===== config.mk =====
export PLATFORM = sky130hd
export DESIGN_NAME = call_stack_ctrl
export DESIGN_NICKNAME = d
export VERILOG_FILES = /design/src/rtl/call_stack_pkg.sv /design/src/rtl/call_stack_ctrl.sv
export SDC_FILE = /design/constraint.sdc
export NUM_CORES = 1
export LEC_CHECK = 0
export CELL_PAD_IN_SITES_DETAIL_PLACEMENT = 2
export CELL_PAD_IN_SITES_GLOBAL_PLACEMENT = 2
export CORE_ASPECT_RATIO = 1.25
export CORE_MARGIN = 2
export CORE_UTILIZATION = 32
export CTS_CLUSTER_SIZE = 10
export DETAILED_ROUTE_END_ITERATION = 8
export GPL_ROUTABILITY_DRIVEN = 1
export PLACE_DENSITY_LB_ADDON = 0.1
export SLEW_MARGIN = 40
export SYNTH_ARGS = -nofsm -noshare
export SYNTH_HDL_FRONTEND = slang
export SYNTH_SLANG_ARGS = --single-unit

===== constraint.sdc =====
create_clock -name CLK -period 3.1 [get_ports CLK]
set_clock_uncertainty 0.2 [all_clocks]
set_input_delay 0.31 -clock CLK [delete_from_list [all_inputs] [get_ports CLK]]
set_output_delay 0.31 -clock CLK [all_outputs]
set_load 0.01 [all_outputs]

===== src/rtl/call_stack_pkg.sv =====
// Shared types and sizing helpers for the CALL/RET stack controller.
package call_stack_pkg;

  typedef enum logic [2:0] {
    S_IDLE,
    S_PUSH,
    S_POP,
    S_DRAIN,
    S_LOAD,
    S_ERR
  } state_t;

  // Number of stack words needed to hold one return address.
  function automatic int calc_nib(input int pc_width, input int data_size);
    return pc_width / data_size;
  endfunction

  // Whole frames that fit in the 2**stack_size-1 usable stack entries.
  function automatic int calc_max_frames(input int stack_size, input int nib);
    return ((2 ** stack_size) - 1) / nib;
  endfunction

endpackage


===== src/rtl/call_stack_ctrl.sv =====
// CALL/RET controller: serialises return addresses onto the nibble stack and drives PC loads.
// Build option CALLSTK_STICKY_ERR_EN makes err_overflow/err_underflow hold until RSTN.
module call_stack_ctrl
  import call_stack_pkg::*;
#(
  parameter int DATA_SIZE  = 4,
  parameter int STACK_SIZE = 4,
  parameter int PC_WIDTH   = 8,
  localparam int NIB        = calc_nib(PC_WIDTH, DATA_SIZE),
  localparam int MAX_FRAMES = calc_max_frames(STACK_SIZE, NIB),
  localparam int DEPTH_W    = $clog2(MAX_FRAMES + 1)
) (
  input  logic                 CLK,
  input  logic                 RSTN,
  input  logic                 call_req,
  input  logic                 ret_req,
  input  logic [PC_WIDTH-1:0]  ret_addr,
  input  logic [PC_WIDTH-1:0]  target_addr,
  output logic                 busy,
  output logic                 done,
  output logic                 pc_load,
  output logic [PC_WIDTH-1:0]  pc_load_addr,
  output logic                 err_overflow,
  output logic                 err_underflow,
  output logic [DEPTH_W-1:0]   depth,
  output logic                 stk_w,
  output logic                 stk_r,
  output logic [DATA_SIZE-1:0] stk_data_wr,
  input  logic [DATA_SIZE-1:0] stk_data_rd,
  input  logic                 stk_full,
  input  logic                 stk_empty,
  output state_t               state_dbg
);

`ifdef CALLSTK_STICKY_ERR_EN
  localparam bit STICKY = 1'b1;
`else
  localparam bit STICKY = 1'b0;
`endif

  localparam int CNT_W = (NIB > 1) ? $clog2(NIB) : 1;
  localparam logic [CNT_W-1:0]   LAST = CNT_W'(NIB - 1);
  localparam logic [DEPTH_W-1:0] MAXD = DEPTH_W'(MAX_FRAMES);

  // Request protocol: call_req/ret_req are single-cycle pulses acting as "valid";
  // the block is "ready" only in IDLE with busy=0, and anything else is dropped.
  state_t              state;
  logic [CNT_W-1:0]    cnt;
  logic [PC_WIDTH-1:0] push_sh;
  logic [PC_WIDTH-1:0] tgt_q;
  logic [PC_WIDTH-1:0] ret_q;
  logic [PC_WIDTH-1:0] ret_next;
  logic                pend_ovf;
  logic                pend_unf;

  assign state_dbg = state;

  always_comb begin
    ret_next = (ret_q << DATA_SIZE) | PC_WIDTH'(stk_data_rd);
  end

  always_ff @(posedge CLK or negedge RSTN) begin
    if (!RSTN) begin
      state         <= S_IDLE;
      cnt           <= '0;
      push_sh       <= '0;
      tgt_q         <= '0;
      ret_q         <= '0;
      pend_ovf      <= 1'b0;
      pend_unf      <= 1'b0;
      busy          <= 1'b0;
      done          <= 1'b0;
      pc_load       <= 1'b0;
      pc_load_addr  <= '0;
      err_overflow  <= 1'b0;
      err_underflow <= 1'b0;
      depth         <= '0;
      stk_w         <= 1'b0;
      stk_r         <= 1'b0;
      stk_data_wr   <= '0;
    end else begin
      if (!STICKY) begin
        err_overflow  <= 1'b0;
        err_underflow <= 1'b0;
      end
      done    <= 1'b0;
      pc_load <= 1'b0;
      case (state)
        S_IDLE: begin
          if (call_req) begin
            if (depth == MAXD) begin
              state        <= S_ERR;
              done         <= 1'b1;
              err_overflow <= 1'b1;
            end else begin
              state       <= S_PUSH;
              cnt         <= '0;
              busy        <= 1'b1;
              stk_w       <= 1'b1;
              stk_data_wr <= ret_addr[DATA_SIZE-1:0];
              push_sh     <= ret_addr >> DATA_SIZE;
              tgt_q       <= target_addr;
              pend_ovf    <= 1'b0;
            end
          end else if (ret_req) begin
            if (depth == '0) begin
              state         <= S_ERR;
              done          <= 1'b1;
              err_underflow <= 1'b1;
            end else begin
              state    <= S_POP;
              cnt      <= '0;
              busy     <= 1'b1;
              stk_r    <= 1'b1;
              pend_unf <= 1'b0;
            end
          end
        end
        S_PUSH: begin
          if (stk_full) pend_ovf <= 1'b1;
          if (cnt == LAST) begin
            state        <= S_LOAD;
            stk_w        <= 1'b0;
            stk_data_wr  <= '0;
            pc_load      <= 1'b1;
            pc_load_addr <= tgt_q;
            done         <= 1'b1;
            depth        <= depth + DEPTH_W'(1);
            if (pend_ovf || stk_full) err_overflow <= 1'b1;
          end else begin
            cnt         <= cnt + CNT_W'(1);
            stk_data_wr <= push_sh[DATA_SIZE-1:0];
            push_sh     <= push_sh >> DATA_SIZE;
          end
        end
        S_POP: begin
          if (stk_empty) pend_unf <= 1'b1;
          // Read data lags stk_r by one cycle, so the first pop has nothing to capture yet.
          if (cnt != '0) ret_q <= ret_next;
          if (cnt == LAST) begin
            state <= S_DRAIN;
            stk_r <= 1'b0;
          end else begin
            cnt <= cnt + CNT_W'(1);
          end
        end
        S_DRAIN: begin
          ret_q        <= ret_next;
          state        <= S_LOAD;
          pc_load      <= 1'b1;
          pc_load_addr <= ret_next;
          done         <= 1'b1;
          depth        <= depth - DEPTH_W'(1);
          if (pend_unf) err_underflow <= 1'b1;
        end
        S_LOAD: begin
          state <= S_IDLE;
          busy  <= 1'b0;
        end
        S_ERR: begin
          state <= S_IDLE;
        end
        default: begin
          state <= S_IDLE;
          busy  <= 1'b0;
          stk_w <= 1'b0;
          stk_r <= 1'b0;
        end
      endcase
    end
  end

endmodule


==> qor.yml, run 1 <==
finish:
  post-route-util: 0.446
  fillCellCount: 670
  antennaDiodeCount: 0
  drive_above_1_share: 0.220
  final_cell_count_no_fill: 312
  fin_nets: 254
  area.growth.synth_to_final_pct: 33.7
  fin_area_sq_um: 2780
setup_path:
  crit_path_top_delay_cell: "dfrtp_1"
  slowest_delay_ps: 650
  crit_path_end_kind: "flop"
  path_class: "flop to flop"
  cp.arrival_ps: 2410
  critPathMaxFanout: 14
  path_cells: "and3b_1, inv_1, fa_1, or4_1, a211oi_1"
  critPathLaunchType: "flop"
  cp.required_ps: 3100
synth:
  synth_fp_nets: 201
  synth_area_sq_um: 2080
  synth_cell_type_count: 42
  yosysWarningCount: 0
  synthCells: 173
  yosys.area.top_type_share: 0.529
  yosysTopAreaCell: "dfrtp_1"
  synthTopCellsByArea: "dfrtp_1 (53%), mux2_2 (17%), nor2b_1 (1.8%), o211ai_1 (1.8%), nand2_1 (1.6%)"
  seq_area_frac_synth: 0.529
  synth-seq-cells: 44
  synth.avg_cell_area_sq_um: 12.0
placement:
  port_buffers: 50
  place_inst: 303
  dp_hpwl_um: 4100
  place_area_sq_um: 2680
  place.gp.congestion: 0.789
  dpl_worst_slack_ps: 674
floorplan:
  initial_core_util: 0.333
  core_area_sq_um: 6250
  die_h_um: 94.2
  num_io_pins: 51
  die_w_um: 76.1
  die-area_sq_um: 7170
  row_count: 32
clock_network:
  cts_max_path_buffers: 2
  cts_tree: "done"
  cts_setup_buffers: 0
  cts_max_level: 2
  insertion_delay_ps: 290
  cts_root_buf: "clkbuf_8"
  cts.sinks: 44
  clkTransAtPathRegs_ps: 80
  postCtsHoldBufs: 1
  cts_resized: 0
  cts_buffers: 5
global_route:
  antenna_found_initial: 0
  grt_max_degree: 45
  grt-ovfl-total: 0
  grt_pass1_vias: 1753
  grt_pass1_wl_um: 9220
  grt_usage: 0.164
timing:
  maxSlewHeadroom: 0.622
  post-route-period-util: 0.776
  fmax_ghz: 0.416
  final_hold_viol_count: 0
  tightestPinTransition_ps: 563
  period_minus_slack_ps: 2410
  finalSetupViolCount: 0
  maxSlewViolCount: 0
  fin_tns_setup_ps: 0
  setup_ws_ps: 694
  rsz0062_at_grt: "false"
min_path:
  hold_class: "flop to flop"
drt:
  detail_route.wl_per_cell_um: 17.8
  route.detailed.drc: 0
  dr.pass1.iters: 4
  viasPerCell: 5.00
  vias: 1560
  drt_iter0_drc: 47
  drt_wl_total_um: 5540
  ant_nets: 0
power_and_ir_drop:
  ir_drop_mv: 0.453
  leakagePower_nw: 1.13
  p_int_mw: 1.79
  p_clk_frac: 0.134
  p_seq_frac: 0.387
  p_sw_frac: 0.365
  pwr_density_cell_nw_per_um2: 1010
  switchingPower_mw: 1.03
  comb_power_share: 0.479
outcome:
  status: "complete, no violations"
flow_run:
  max-cap-violations: 0
-- worst paths after layout --
check | startpoint | endpoint | depth (start not counted) | slack, ps
setup / recovery | state_dbg[1]$_DFFE_PN0P_ | depth[2]$_DFFE_PN0P_ | 5 | 690
hold / removal | pend_ovf$_DFFE_PN0P_ | pend_ovf$_DFFE_PN0P_ | 2 | 310
setup reg to reg | state_dbg[1]$_DFFE_PN0P_ | depth[2]$_DFFE_PN0P_ | 5 | 690
hold reg to reg | pend_ovf$_DFFE_PN0P_ | pend_ovf$_DFFE_PN0P_ | 2 | 310
max in group asynchronous | RSTN | depth[0]$_DFFE_PN0P_ | 2 | 1950
min in group asynchronous | RSTN | cnt$_DFFE_PN0P_ | 2 | 370
-- registers in the layout, summed over array words and instances (netlist names) --
| register | cells |
|---|---|
| pc_load_addr | 8 |
| tgt_q | 8 |
| push_sh | 4 |
| ret_q | 4 |
| stk_data_wr | 4 |
| depth | 3 |
| state_dbg | 3 |
| busy | 1 |
| cnt | 1 |
| done | 1 |
| err_overflow | 1 |
| err_underflow | 1 |
| pc_load | 1 |
| pend_ovf | 1 |
| pend_unf | 1 |
| stk_r | 1 |
| stk_w | 1 |
-- cell families after synthesis --
| logic type | share of synthesized area |
|---|---|
| AO/OA/AOI/OAI | 0.0835 |
| XOR/XNOR | 0.00421 |
| adder cells (fa/ha/maj) | 0.0156 |
| buffers and inverters | 0.0403 |
| flip-flops | 0.529 |
| multiplexers | 0.178 |
| AND/OR/NAND/NOR | 0.150 |
-- layout by cell type (no fill, tap or decap), types with 4 or more instances in the layout --
cell | netlist | layout
dfrtp_1 | 44 | 44
nand4_1 | 4 | 4
nand2_1 | 9 | 9
nor2b_1 | 6 | 6
buf_4 | 3 | 7
nor3_1 | 5 | 5
mux2_2 | 32 | 32
clkbuf_8 | 0 | 6
inv_1 | 7 | 7
clkdlybuf4s50_1 | 0 | 49
a21oi_1 | 6 | 6
o211ai_1 | 5 | 5
nor2_1 | 6 | 6
-- cell type report --
| type | instances | area (sq um) | share of cell area |
|---|---|---|---|
| Inverter | 7 | 26.3 | 0.00944 |
| Timing Repair Buffer | 57 | 553 | 0.199 |
| Sequential cell | 44 | 1100 | 0.396 |
| Tap cell | 85 | 106 | 0.0382 |
| Multi-Input combinational cell | 111 | 902 | 0.324 |
| Clock inverter | 1 | 7.51 | 0.00270 |
| Clock buffer | 7 | 86.3 | 0.0310 |
-- through the flow --
| stage | power, mW | hold WS, ps |
|---|---|---|
| after global routing | 3.05 | 338 |
| final | 2.82 | 308 |
| after global placement | 2.41 | 286 |
| after CTS | 2.89 | 317 |
| after floorplan | 1.88 | -186 |
| after detailed placement | 2.48 | 156 |
-- cell usage after synthesis, drive strengths merged --
master	instances
xnor2	1
a32o	1
or3	1
and3	2
inv	7
and2	1
and3b	2
dfrtp	44
or3b	1
nand2	9
mux2	32
nor3b	2
o31ai	1
o32a	1
buf	7
and4	1
a2bb2oi	1
o21bai	2
fa	1
a211oi	2
nor4b	1
o22ai	1
mux2i	1
clkbuf	4
nand4	4
a31oi	1
ha	1
or4	1
o21ai	2
o211ai	5
nand3	2
nor4	2
nor2	6
nand2b	2
a311o	1
nor3	7
nor2b	6
a21oi	6
a21boi	1
-- worst max-delay path: cells and delay by family (launching register included) --
kind                       cells  cell delay, ps
adders and majority gates      1             420
DFF                            1             650
and+or+nand+nor                2             790
AOI/OAI and AO/OA              1             200
buffers and inverters          1              60
-- layer usage --
layer  share of wire  routed length, um  vias to the layer above  track usage
li1                -                  -                      722            -
met1            0.45               2490                      805        0.210
met2            0.51               2840                       31        0.292
met3           0.036                197                        2       0.0327
met4          0.0032                 18                        0       0.0318
met5               0                  0                        -            0
-- power groups by stage --
stage | Clock [mW] | Sequential, mW | Combinational (mW)
floorplan | 0 | 1.06 | 0.823
global placement | 0 | 1.07 | 1.34
global route | 0.418 | 1.15 | 1.49
CTS | 0.403 | 1.10 | 1.38
finish | 0.379 | 1.09 | 1.35
detailed placement | 0 | 1.11 | 1.37
(Power assumes the default switching activity.)
==> run 2: changes to the inputs <==
- CORE_UTILIZATION: 32 -> 28
- clock period: 3.1 -> 2.1 ns (I/O delays scaled with it)
==> run 2 against run 1 <==
  * Sequential power grew 38%
  * Utilization shrank 4.8 points
  * Worst setup slack worse by 650 ps
  * Clock power is 51% higher
  * Register-to-register slack lost 650 ps
  * Routed wire length rose by 8.7%
  * Critical path depth fell by 1
  * Non-clock buffer count up 14
  * Die area is 14% higher
  * Global-route usage down 0.27 points
  * Cell count is 6.7% higher
  * Sequential cell count is the same
  * Highest routed layer unchanged
==> qor.yml, run 2 (synthesized netlist as in run 1, its figures left out) <==
clock_network:
  insertion_delay_ps: 300  # about the same
  clkTransAtPathRegs_ps: 90  # about the same
  cts_root_buf: "clkbuf_8"
  cts_max_path_buffers: 2  # unchanged
  cts_tree: "done"
  cts_buffers: 5  # unchanged
  cts.sinks: 44  # unchanged
  cts_max_level: 2  # unchanged
finish:
  post-route-util: 0.397  # -0.0481
  fin_area_sq_um: 2910  # +4.5%
  fin_nets: 268  # +5.5%
  area.growth.synth_to_final_pct: 39.6
  antennaDiodeCount: 0  # unchanged
  final_common_cell: "clkdlybuf4s50_1"
  top_regs: "pc_load_addr (8), tgt_q (8)"
  final_cell_mix: "clkdlybuf4s50_1 (49), dfrtp_1 (44), mux2_2 (32)"
  final_cell_count_no_fill: 333  # +6.7%
  drive_above_1_share: 0.282  # +0.0619
floorplan:
  die_w_um: 81.1  # +6.5%
  num_io_pins: 51  # unchanged
  row_count: 35  # +9.4%
  die-area_sq_um: 8150  # +14%
  initial_core_util: 0.285  # -0.0486
  core_area_sq_um: 7310  # +17%
  die_h_um: 100  # +6.6%
drt:
  viasPerCell: 4.86  # -2.8%
  ant_nets: 0  # unchanged
  route.detailed.drc: 0  # unchanged
  drt_iter0_drc: 63  # +34%
  dr.pass1.iters: 4  # unchanged
  drt_wl_total_um: 6020  # +8.7%
  vias: 1619  # +3.8%
  detail_route.wl_per_cell_um: 18.1  # +1.8%
power_and_ir_drop:
  p_sw_frac: 0.365  # about the same
  comb_power_share: 0.530  # +0.051
  leakagePower_nw: 1.20  # +6.2%
  p_seq_frac: 0.340  # -0.047
  pwr_density_cell_nw_per_um2: 1520  # +50%
  switchingPower_mw: 1.61  # +56%
  fin_total_pwr_mw: 4.41  # +56%
  ir_drop_mv: 0.448  # -0.98%
  p_clk_frac: 0.130  # -0.004
  p_int_mw: 2.80  # +56%
timing:
  maxSlewViolCount: 0  # unchanged
  maxSlewHeadroom: 0.519  # -0.102
  rsz0062_at_grt: "false"
  post-route-period-util: 0.977  # +0.201
  fmax_ghz: 0.487  # +17%
  final_hold_viol_count: 0  # unchanged
  setup_ws_ps: 47.6  # -647 ps
  period_minus_slack_ps: 2050  # -353 ps
  finalSetupViolCount: 0  # unchanged
  tightestPinTransition_ps: 716  # +152 ps
placement:
  port_buffers: 50  # unchanged
  dpl_worst_slack_ps: 43.7  # -631 ps
  place_inst: 321  # +5.9%
  place_area_sq_um: 2770  # +3.4%
  dp_hpwl_um: 4290  # +4.7%
  place.gp.congestion: 0.804  # +1.9%
setup_path:
  critPathLaunchType: "flop"
  slowest_delay_ps: 520  # -130 ps
  path_cells: "buf_4, or3b_1, or4_4, a211oi_2"
  critPathMaxFanout: 12  # -2
  crit_path_end_kind: "flop"
  path_class: "flop to flop"
  cp.arrival_ps: 2070  # -340 ps
  cp.required_ps: 2120  # -980 ps
  crit_path_top_delay_cell: "or4_4"
outcome:
  status: "complete, no violations"
global_route:
  grt_pass1_wl_um: 9950  # +7.9%
  grt-ovfl-total: 0  # unchanged
  grt_max_degree: 45  # unchanged
  grt_usage: 0.162  # -0.00266
  grt_pass1_vias: 1881  # +7.3%
  antenna_found_initial: 0  # unchanged
flow_run:
  max-cap-violations: 0  # unchanged
min_path:
  hold_class: "flop to flop"
## run 2: cell count changes in the layout (fill, tap and decap cells not counted), sizes merged
| cell | previous run | this run |
|---|---|---|
| buf | 7 | 21 |
## run 2: per-layer routing
layer	vias to the layer above	routed length (um)	track usage	part of all wire
li1	754	-	-	-
met1	825	2500	0.197	0.42
met2	32	3250	0.284	0.54
met3	8	194	0.0315	0.032
met4	0	80	0.0508	0.013
met5	-	0	0	0
## run 2: metrics by stage
stage	TNS (ps)	hold WS, ps
after floorplan	-185	-286
after global placement	0	127
after detailed placement	0	150
after CTS	0	310
after global routing	0	311
final	0	305
## run 2: worst paths after layout
path / from / to / slack (ps) / cells past startpoint
worst max-delay path: state_dbg[1]$_DFFE_PN0P_ / depth[2]$_DFFE_PN0P_ / 50 / 4
min in group asynchronous: RSTN / cnt$_DFFE_PN0P_ / 320 / 3
max in group asynchronous: RSTN / tgt_q[2]$_DFFE_PN0P_ / 970 / 3
worst min register to register: stk_w$_DFFE_PN0P_ / stk_w$_DFFE_PN0P_ / 310 / 1
worst min-delay path: stk_w$_DFFE_PN0P_ / stk_w$_DFFE_PN0P_ / 310 / 1
worst max register to register: state_dbg[1]$_DFFE_PN0P_ / depth[2]$_DFFE_PN0P_ / 50 / 4
## run 2: what timing repair did
| item | in CTS | in global routing |
|---|---|---|
| gates resized for setup | 0 | 3 |
| buffers inserted | 0 | 3 |
| setup endpoints to repair | 0 | 1 |
| endpoints found under the hold margin | 44 | 0 |
| hold buffers | 1 | 0 |
## run 2: worst max-delay path: cells and delay by family (launching register included)
kind	cells	cell delay [ps]
DFF	1	410
buffers and inverters	1	200
AOI/OAI and AO/OA	1	220
and+or+nand+nor	2	940
## run 2: power groups by stage
stage,clock [mW],sequential [mW],combinational (mW)
after floorplan,0,1.57,1.23
after detailed placement,0,1.52,2.30
after global placement,0,1.49,2.25
after global routing,0.630,1.56,2.58
after CTS,0.602,1.51,2.32
final,0.574,1.50,2.34
## run 2: area by class of cell
| cell class | count | area, sq um |
|---|---|---|
| timing repair buffer | 71 | 656 |
| clock inverter | 1 | 7.51 |
| tap | 92 | 115 |
| inverter | 7 | 26.3 |
| sequential | 44 | 1100 |
| multi-input combinational | 111 | 915 |
| clock buffer | 7 | 86.3 |
| fill | 750 | 4410 |
==> run 3: changes to the inputs <==
- CORE_MARGIN: 2 -> 5
==> run 3 against run 2 <==
  * Non-clock buffer count decreased by 2
  * Routed wire length increased by 1.6%
  * Sequential share of layout area increased by 0.38 points
  * Clock power decreased by 12%
  * Sequential power about the same
  * First-iteration DRC count decreased by 30%
  * Fmax decreased by 2.1%
  * Critical path type unchanged
==> qor.yml, run 3 (synthesized netlist as in run 1, its figures left out) <==
global_route:
  grt_usage: 0.139  # -0.0230
  antenna_found_initial: 0  # unchanged
  grt_pass1_vias: 1931  # +2.7%
  grt_max_degree: 45  # unchanged
  grt-ovfl-total: 0  # unchanged
  grt_pass1_wl_um: 9910  # -0.41%
timing:
  fmax_ghz: 0.477  # -2.1%
  whs_ps: 309  # +3.98 ps
  maxSlewHeadroom: 0.575  # +0.0558
  period_minus_slack_ps: 2100  # +44.5 ps
  maxSlewViolCount: 0  # unchanged
  post-route-period-util: 0.999  # +0.0212
  final_hold_viol_count: 0  # unchanged
  tightestPinTransition_ps: 633  # -83.0 ps
  setup_ws_ps: 3.07  # -44.5 ps
  finalSetupViolCount: 0  # unchanged
floorplan:
  die_h_um: 106  # +6.0%
  die-area_sq_um: 9270  # +14%
  die_w_um: 87.1  # +7.4%
  num_io_pins: 51  # unchanged
  row_count: 35  # unchanged
  initial_core_util: 0.285  # unchanged
  core_area_sq_um: 7310  # unchanged
setup_path:
  reg2reg_depth: 7  # +3
  critPathMaxFanout: 3  # -9
  path_cells: "and3b_1, inv_2, fa_2, buf_4, nand2b_1, nor4_1, a211oi_2"
  crit_buf_inv: 2  # +1
  critPathLaunchType: "flop"
  crit_end: "depth[2]$_DFFE_PN0P_"
  slowest_delay_ps: 390  # -130 ps
  path_class: "flop to flop"
  rrSetupSlack_ps: 3  # -40 ps
  path_delay_family: "simple AND/OR/NAND/NOR gates"
  crit_cells: 7  # +3
  crit_path_top_delay_cell: "dfrtp_1"
  cp.required_ps: 2060  # -60 ps
  crit_path_end_kind: "flop"
  cp.arrival_ps: 2060  # about the same
  critPathLaunch: "state_dbg[2]$_DFFE_PN0P_"
  worstReg2RegStart: "state_dbg[2]$_DFFE_PN0P_"
  regToRegEndpoint: "depth[2]$_DFFE_PN0P_"
finish:
  fillCellCount: 770  # +2.7%
  final_common_cell: "clkdlybuf4s50_1"
  multi_input_area_sq_um: 913  # -0.14%
  final_cell_mix: "clkdlybuf4s50_1 (49), dfrtp_1 (44), mux2_2 (32)"
  area.growth.synth_to_final_pct: 38.2
  top_regs: "pc_load_addr (8), tgt_q (8)"
  final_cell_count_no_fill: 330  # -0.90%
  post-route-util: 0.393  # -0.00394
  fin_nets: 266  # -0.75%
  seqCellArea_sq_um: 1100  # unchanged
  antennaDiodeCount: 0  # unchanged
  drive_above_1_share: 0.273  # -0.00905
drt:
  drt_wl_total_um: 6120  # +1.6%
  detail_route.wl_per_cell_um: 18.5  # +2.5%
  top_layer: "met4"
  wl_met1_um: 2450  # -2.0%
  ant_nets: 0  # unchanged
  route.detailed.drc: 0  # unchanged
  dr.pass1.iters: 4  # unchanged
  met3_wirelength_um: 273  # +41%
  viasPerCell: 4.92  # +1.1%
  wl_met2_um: 3310  # +2.1%
  drt_iter0_drc: 44  # -30%
  vias: 1622  # +0.19%
flow_run:
  max-cap-violations: 0  # unchanged
power_and_ir_drop:
  p_clk_frac: 0.117  # -0.013
  pwr_density_cell_nw_per_um2: 1510  # -0.72%
  p_int_mw: 2.75  # -1.9%
  ir_drop_mv: 0.439  # -1.9%
  switchingPower_mw: 1.59  # -1.4%
  leakagePower_nw: 1.19  # -0.97%
  p_sw_frac: 0.366  # +0.00126
  comb_power_share: 0.536  # +0.006
  p_seq_frac: 0.347  # +0.007
clock_network:
  clkTransAtPathRegs_ps: 80  # about the same
  insertion_delay_ps: 290  # about the same
  cts_tree: "done"
  cts_max_level: 2  # unchanged
  cts_buffers: 5  # unchanged
  cts.sinks: 44  # unchanged
  cts_max_path_buffers: 2  # unchanged
  cts_root_buf: "clkbuf_8"
placement:
  dpl_worst_slack_ps: 68.2  # +24.5 ps
  dp_hpwl_um: 4630  # +7.9%
  port_buffers: 50  # unchanged
  place.gp.congestion: 0.762  # -5.2%
  place_inst: 321  # unchanged
min_path:
  hold_class: "flop to flop"
outcome:
  status: "complete, no violations"
[run 3: area by class of cell]
cell class | count | area share
sequential | 44 | 0.383
multi-input combinational | 111 | 0.317
timing repair buffer | 69 | 0.224
tap | 92 | 0.0400
clock buffer | 6 | 0.0252
inverter | 7 | 0.00913
clock inverter | 1 | 0.00174
[run 3: what timing repair did]
action	in CTS	in global routing
hold endpoints to repair	44	0
buffers inserted	0	1
gates resized for setup	0	4
endpoints found under the setup margin	0	1
hold buffers	1	0
[run 3: how the worst min path moves through the flow]
| stage | start | to | slack (ps) | cells past startpoint |
|---|---|---|---|---|
| after floorplan | RSTN | busy$_DFFE_PN0P_ | -290 | 0 |
| after global placement | RSTN | cnt$_DFFE_PN0P_ | 130 | 2 |
| after detailed placement | RSTN | busy$_DFFE_PN0P_ | 140 | 2 |
| after CTS | pend_ovf$_DFFE_PN0P_ | pend_ovf$_DFFE_PN0P_ | 310 | 2 |
| after global routing | tgt_q[1]$_DFFE_PN0P_ | tgt_q[1]$_DFFE_PN0P_ | 330 | 1 |
| final | ret_q[3]$_DFFE_PN0P_ | ret_q[3]$_DFFE_PN0P_ | 310 | 1 |
[run 3: worst register-to-register path, delay by kind of cell, from the launching register on]
| family | cells | cell delay [ps] |
|---|---|---|
| adder cells (fa/ha/maj) | 1 | 360 |
| flip-flops | 1 | 390 |
| buffers and inverters | 2 | 200 |
| AO/OA/AOI/OAI | 1 | 80 |
| AND/OR/NAND/NOR | 3 | 740 |
[run 3: per-stage QoR]
step / total power [mW] / area (sq um) / setup TNS [ps]
6_report: 4.33 / 2880 / 0
5_1_grt: 4.66 / 2880 / -57.1
4_1_cts: 4.40 / 2860 / 0
3_5_place_dp: 3.85 / 2770 / 0
3_3_place_gp: 3.74 / 2770 / 0
2_1_floorplan: 2.79 / 2100 / -185
[run 3: power by group through the flow]
| stage | Combinational, mW | Clock [mW] | Sequential, mW |
|---|---|---|---|
| final | 2.32 | 0.507 | 1.50 |
| after global placement | 2.25 | 0 | 1.49 |
| after detailed placement | 2.33 | 0 | 1.53 |
| after floorplan | 1.23 | 0 | 1.57 |
| after global routing | 2.53 | 0.568 | 1.56 |
| after CTS | 2.34 | 0.544 | 1.51 |
[run 3: routing by layer]
metal  track usage  vias up
met1         0.156      829
met5             0        -
li1              -      751
met4        0.0439        0
met2         0.252       35
met3        0.0333        7
